[src/rtl/spi_cmd_master.sv]
`default_nettype none
// ============================================================================
//  Module      : spi_cmd_master
//  Description : SPI mode-0 controller issuing 16-bit {opcode, payload}
//                command frames MSB first, capturing the 16-bit reply on
//                cipo, with a mandatory commit pulse and a cs-high gap.
//  Revision    : 1.0  initial release
// ============================================================================
module spi_cmd_master #(
    parameter int CLK_DIV    = 4,
    parameter int GAP_HALVES = 2
) (
    input  logic        clk,
    input  logic        reset,
    input  logic        req_valid,
    output logic        req_ready,
    input  logic [3:0]  req_opcode,
    input  logic [11:0] req_payload,
    output logic        sclk,
    output logic        cs,
    output logic        copi,
    input  logic        cipo,
    output logic [15:0] rsp_data,
    output logic        done,
    output logic        err
);

    localparam int DIV_W = $clog2(CLK_DIV);
    localparam int GAP_W = (GAP_HALVES > 1) ? $clog2(GAP_HALVES) : 1;
    localparam logic [DIV_W-1:0] C_DIV_LAST = DIV_W'(CLK_DIV - 1);
    localparam logic [GAP_W-1:0] C_GAP_LAST = GAP_W'(GAP_HALVES - 1);
    localparam logic [4:0]       C_BIT_COMMIT = 5'd16;

    typedef enum logic [2:0] {
        ST_IDLE   = 3'd0,
        ST_SETUP  = 3'd1,
        ST_SHIFT  = 3'd2,
        ST_COMMIT = 3'd3,
        ST_HOLD   = 3'd4,
        ST_GAP    = 3'd5
    } state_t;

    state_t           r_state;
    logic [DIV_W-1:0] r_div;
    logic [4:0]       r_bit;
    logic [GAP_W-1:0] r_gap;
    logic [15:0]      r_tx;
    logic [15:0]      r_rx;

    logic w_div_wrap;
    logic w_accept;
    logic w_op_ok;

    assign w_div_wrap = (r_div == C_DIV_LAST);
    assign w_accept   = req_valid && req_ready;
    assign w_op_ok    = (req_opcode >= 4'd1) && (req_opcode <= 4'd3);

    // Frame sequencer: every phase lasts one sclk half-period (CLK_DIV clocks),
    // so a single wrapping divider paces SETUP, each sclk half, HOLD and GAP.
    always_ff @(posedge clk or posedge reset) begin
        if (reset) begin
            r_state   <= ST_IDLE;
            r_div     <= '0;
            r_bit     <= '0;
            r_gap     <= '0;
            r_tx      <= '0;
            r_rx      <= '0;
            sclk      <= 1'b0;
            cs        <= 1'b1;
            copi      <= 1'b0;
            rsp_data  <= '0;
            done      <= 1'b0;
            err       <= 1'b0;
            req_ready <= 1'b0;
        end else begin
            done <= 1'b0;
            err  <= 1'b0;
            if (r_state != ST_IDLE) begin
                r_div <= w_div_wrap ? '0 : r_div + 1'b1;
            end

            case (r_state)
                ST_IDLE: begin
                    r_div     <= '0;
                    req_ready <= 1'b1;
                    if (w_accept) begin
                        req_ready <= 1'b0;
                        if (w_op_ok) begin
                            r_state <= ST_SETUP;
                            r_tx    <= {req_opcode, req_payload};
                            r_rx    <= '0;
                            r_bit   <= '0;
                            cs      <= 1'b0;
                            copi    <= req_opcode[3];
                        end else begin
                            // Illegal opcodes never reach the wire.
                            done <= 1'b1;
                            err  <= 1'b1;
                        end
                    end
                end

                ST_SETUP: begin
                    if (w_div_wrap) begin
                        sclk    <= 1'b1;
                        r_state <= ST_SHIFT;
                    end
                end

                ST_SHIFT: begin
                    if (w_div_wrap) begin
                        if (sclk) begin
                            // Falling edge: capture the reply bit and present the next data bit.
                            sclk  <= 1'b0;
                            r_rx  <= {r_rx[14:0], cipo};
                            r_tx  <= {r_tx[14:0], 1'b0};
                            copi  <= r_tx[14];
                            r_bit <= r_bit + 5'd1;
                        end else begin
                            sclk <= 1'b1;
                            if (r_bit == C_BIT_COMMIT) begin
                                r_state <= ST_COMMIT;
                            end
                        end
                    end
                end

                ST_COMMIT: begin
                    // The responder dispatches on this extra rising edge; copi is already 0.
                    if (w_div_wrap) begin
                        if (sclk) begin
                            sclk <= 1'b0;
                        end else begin
                            r_state <= ST_HOLD;
                        end
                    end
                end

                ST_HOLD: begin
                    if (w_div_wrap) begin
                        cs       <= 1'b1;
                        done     <= 1'b1;
                        rsp_data <= r_rx;
                        r_gap    <= '0;
                        r_state  <= ST_GAP;
                    end
                end

                ST_GAP: begin
                    if (w_div_wrap) begin
                        if (r_gap == C_GAP_LAST) begin
                            r_state   <= ST_IDLE;
                            req_ready <= 1'b1;
                        end else begin
                            r_gap <= r_gap + 1'b1;
                        end
                    end
                end

                default: r_state <= ST_IDLE;
            endcase
        end
    end

endmodule
`default_nettype wire
[config.mk]
export PLATFORM = sky130hd
export DESIGN_NAME = spi_cmd_master
export DESIGN_NICKNAME = d
export VERILOG_FILES = /design/src/rtl/spi_cmd_master.sv
export SDC_FILE = /design/constraint.sdc
export NUM_CORES = 1
export LEC_CHECK = 0
export BUFFER_PORTS_ARGS = -buffer_cell sky130_fd_sc_hd__buf_2
export CAP_MARGIN = 20
export CORE_ASPECT_RATIO = 0.5
export CORE_MARGIN = 2
export CORE_UTILIZATION = 40
export CTS_BUF_LIST = sky130_fd_sc_hd__clkbuf_8 sky130_fd_sc_hd__clkbuf_16
export CTS_CLUSTER_SIZE = 24
export DETAILED_ROUTE_END_ITERATION = 16
export GPL_ROUTABILITY_DRIVEN = 0
export PLACE_DENSITY = 0.68
export SYNTH_ARGS = -nofsm -noshare
export SYNTH_HDL_FRONTEND = slang
export SYNTH_SLANG_ARGS = --single-unit
[constraint.sdc]
create_clock -name clk -period 2.2 [get_ports clk]
set_input_delay 0.66 -clock clk [delete_from_list [all_inputs] [get_ports clk]]
set_output_delay 0.66 -clock clk [all_outputs]
set_load 0.005 [all_outputs]
# Word level (Yosys, flattened, before mapping)
# Index checks and enable logic that the tools add are counted.
# op_classes
bitwise	0
div	0
reduce_logical	17
n_mux	55
n_lt_le_gt_ge	2
addsub	3
mul	0
shifts	0
n_eq_ne	19
# ops
operator	count
16-bit two-way mux	4
15-bit two-way mux	4
3-bit two-way mux	11
16-bit case mux with 2 select lines	1
15-bit case mux with 2 select lines	1
2-bit != test, second input constant	12
5-bit two-way mux	4
1-bit two-way mux	19
3-bit case mux with 6 select lines	1
11-bit AND reduction	1
1-bit case mux with 2 select lines	5
5-bit case mux with 2 select lines	1
2-bit nonzero test	5
4-bit AND reduction	2
3-bit by 2-bit == test with 1-bit output, second input constant	2
3-bit == test, second input constant	2
2-bit two-way mux	3
3-bit AND reduction	2
3-bit nonzero test	2
5-bit by 1-bit adder with 5-bit output, second input constant	1
5-bit == test, second input constant	1
5-bit AND reduction	1
4-bit by 1-bit >= comparator with 1-bit output, second input constant	1
4-bit by 2-bit less-or-equal comparator with 1-bit output, second input constant	1
other kinds (8)	9
# word_totals
inputBits	20
elab_cells	109
output_inout_bits	22
romBits	0
ff_bits	64
n_memories	0
latch_bits	0
mem_bits_rw	0

# Longest topological paths before layout
# logic_depth
depth_word	5
depth_mapped	7
mapped_depth_nobuf	5

# Least setup slack after synthesis
# OpenSTA, ideal clock, no wires.
# synth_path
kind	input to register
start	input port req_opcode[1]
end	register copi
path_stages	6
slack_ns	0.466
t_required_ns	2.078
arrival_ns	1.612
path_buffers	2
setup_time_ns	0.122
cell_sequence	nor2_1 o41ai_4 and2_1 buf_4 buf_6 a21oi_2
# synth_via
elab_chain_len	4
elab_cells_between_ends	5
cone_classes	order compare (2); eq/ne (1); reduce/logical (2)
# synth_lines
item	line_no	text
from (decl)	17	input logic [3:0] req_opcode,
4-bit by 1-bit >= comparator with 1-bit output or 4-bit by 2-bit less-or-equal comparator with 1-bit output (tied branches)	56	assign w_op_ok = (req_opcode >= 4'd1) && (req_opcode <= 4'd3);
1-bit logical AND *	56	
2-bit != test (no line) *	n/a	
5-bit AND reduction (no line) *	n/a	
to (signal assigned)	94	copi <= req_opcode[3];
to (signal assigned)	117	copi <= r_tx[14];
to (decl)	21	output logic copi,
# Every way passes the cells marked *; elsewhere a longest branch is shown, timed or not.
# A chain may end at the register's enable or synchronous reset.

# Worst setup path in the final report
# layout_path
start	register r_div[0]
end	register r_tx[3]
# layout_via
elab_chain_len	3
# layout_lines
item	line_no	text
from (decl)	44	logic [DIV_W-1:0] r_div;
from (signal assigned)	79	r_div <= w_div_wrap ? '0 : r_div + 1'b1;
2-bit == test	54	assign w_div_wrap = (r_div == C_DIV_LAST);
2-bit != test (no line)	n/a	
5-bit AND reduction (no line)	n/a	
to (signal assigned)	90	r_tx <= {req_opcode, req_payload};
to (signal assigned)	116	r_tx <= {r_tx[14:0], 1'b0};
to (decl)	47	logic [15:0] r_tx;
# No other way between the ends.

==> impl_metrics.json <==
{
  "ir_worst_vdd_v": 0.000383,
  "wl_per_cell_um": 15.1,
  "p_leak_nw": 1.88,
  "cts_tree": "built",
  "rows": 22,
  "grt_start_max_net_pins": 44,
  "fp.coreArea_mm2": 0.00738,
  "hold_viol": 0,
  "synthArstFlopShare_pct": 100,
  "grt_use_met1_pct": 21.4,
  "clockRootBuffer": "clkbuf_16",
  "status": "completed",
  "fp.dieW_um": 128,
  "critPathArrivalTime_ns": 2.17,
  "nFillCells": 666,
  "cts_resized": 0,
  "netlist_instances": 258,
  "grt_pass1_wl_mm": 10.4,
  "setup_slack_ns": 0.192,
  "ys_seq_area_share_pct": 52.4,
  "drtIter0Drc": 150,
  "synth_area_mm2": 0.00306,
  "synth.distinct_cells": 39,
  "ys.flop_type": "dfrtp_1",
  "fin_crit_ns": 2.01,
  "clkLatencyLatePin_ns": 0.33,
  "cts_setup_buffers": 0,
  "grtUsageMet3_pct": 5.66,
  "antenna_found_initial": 0,
  "clk_path_buf_depth": 2,
  "synth_edf_count": 0,
  "port-buffer-count": 41,
  "pre_cts_ws_ns": 0.0430,
  "area_delta_synth_final_pct": 20.6,
  "ant_nets": 0,
  "fin_crit_sh_pct": 91.3,
  "avgViaCountPerCell": 5.41,
  "clock_skew_ns": 0.00485,
  "die_h_um": 65.9,
  "vias": 2159,
  "dieArea_mm2": 0.00841,
  "layout-drive-gt1-share_pct": 34.7,
  "drv_cap": 0,
  "synth.area.top_cells": "dfrtp_1 52%, a22o_1 11%, mux2_2 7.7%, mux2i_1 4.9%, a21oi_1 4.3%",
  "grt_use_met2_pct": 24.4,
  "grt_busiest_layer": "met2",
  "worst_setup_path_end_kind": "flop",
  "critPathMaxFanout": 15,
  "path_class": "flop to flop",
  "grt_usage_pct": 16.0,
  "setup_viol": 0,
  "p_total_w": 0.00276,
  "final_nets": 321,
  "tns_ns": 0,
  "holdCritPathClass": "input port to async pin",
  "fmax_mhz": 498,
  "worstMarginPinSlew_ns": 0.727,
  "htree_levels": 3,
  "num_io_pins": 42,
  "synth_area_leader_cell": "dfrtp_1",
  "startpoint_type": "flop",
  "first_global_vias": 2085,
  "rsz0062_at_grt": "false",
  "syn_area_per_cell_um2": 11.9,
  "hpwl_mm": 3.85,
  "syn_nets": 281,
  "wl_mm": 6.02,
  "synth.top_cell.area_share_pct": 51.5,
  "cts_inserted_buffers": 9,
  "yosys_warnings": 0,
  "start_util_pct": 41.5,
  "clock_sinks": 64,
  "drc_errors": 0,
  "maxSlewViolCount": 0,
  "clkTransAtPathRegs_ns": 0.05,
  "hold_buffers": 0,
  "powerDensity_mw_per_mm2": 748,
  "diodes": 0,
  "grt_overflow": 0,
  "relSlewSlack_pct": 51.5,
  "timing.hold.ws_ns": 0.282,
  "required_ns": 2.36,
  "yosys_register_bits": 64,
  "firstDrtPassIters": 4
}
-- worst max-delay path, stage by stage (launching register included) --
cell and delay [ns]:
dfrtp_1 0.36, ha_1 0.40, nand3_1 0.18, o41ai_4 0.08, and2_1 0.64, a21oi_1 0.17
-- metrics by stage --
step | cells | utilization, % | area [µm²]
final | 399 | 50.0 | 3690
after global routing | 399 | 50.0 | 3690
after CTS | 399 | 50.0 | 3690
after detailed placement | 383 | 45.7 | 3370
after global placement | 383 | 45.7 | 3370
after floorplan | 258 | - | 3060
-- Yosys cell counts (all sizes together) (3+ instances only) --
master,count
mux2i,15
a22o,37
nand2,7
inv,4
mux2,21
nand4,3
nor3b,3
a21oi,36
clkbuf,8
nand3,3
ha,3
nor2,13
o21ai,6
nand3b,3
buf,13
dfrtp,63
-- routing by layer --
layer,wire length [µm],vias to the layer above
li1,-,1037
met2,2780,33
met5,0,-
met3,225,10
met1,2920,1079
met4,84,0
-- logic make-up (layout without fill, tap and decap cells) --
group                      after synthesis  in the layout  synth area share (%)
DFF                                     64             64                  52.4
muxes                                   36             36                  12.6
AOI/OAI and AO/OA                       85             85                  20.9
adders and majority gates                3              3                  1.23
buffers and inverters                   25             70                  4.25
and+or+nand+nor                         45             45                  8.63
-- path summary, 6_finish.rpt --
check	from	depth (start not counted)	to	slack, ns
worst min-delay path	reset	2	r_tx[11]$_DFFE_PP0P_	0.28
worst max register to register	r_div[0]$_DFF_PP0_	5	r_tx[3]$_DFFE_PP0P_	0.19
worst min register to register	r_div[0]$_DFF_PP0_	1	r_div[0]$_DFF_PP0_	0.46
worst max-delay path	r_div[0]$_DFF_PP0_	5	r_tx[3]$_DFFE_PP0P_	0.19
max in group asynchronous	reset	3	cs$_DFFE_PP1P_	1.34
min in group clk	r_div[0]$_DFF_PP0_	1	r_div[0]$_DFF_PP0_	0.46
-- registers in the layout, summed over array words and instances (netlist names) --
register   cells
sclk           1
done           1
r_tx          15
r_bit          5
r_rx          16
cs             1
r_state        3
err            1
rsp_data      16
r_gap          1
copi           1
req_ready      1
r_div          2
-- layout by cell type, fill, tap and decap left out, drive strengths merged, types with 2 or more instances in the layout --
cell and instances:
a21oi 36, a22o 37, and2 2, buf 50, bufinv 2, clkbuf 10, clkinvlp 3, dfrtp 63
ha 3, inv 4, mux2 21, mux2i 15, nand2 7, nand2b 2, nand3 3, nand3b 3
nand4 3, nor2 13, nor2b 2, nor3 2, nor3b 3, nor4 2, o21ai 6, or2 2
-- report_power, final --
group | leakage (nW) | switching [W] | internal, W
Sequential | 0.852 | 0.00000609 | 0.00118
Combinational | 0.875 | 0.0000375 | 0.0000265
Clock | 0.156 | 0.000493 | 0.00101
-- area by class of cell --
type                       instances  area (µm²)  share of cell area (%)
timing repair buffer              50         298                    8.07
clock inverter                     6        83.8                    2.27
multi-input combinational        169        1330                    36.0
tap                               96         120                    3.25
sequential                        64        1600                    43.5
clock buffer                      10         239                    6.47
inverter                           4        18.8                   0.508
(Power assumes the default switching activity.)
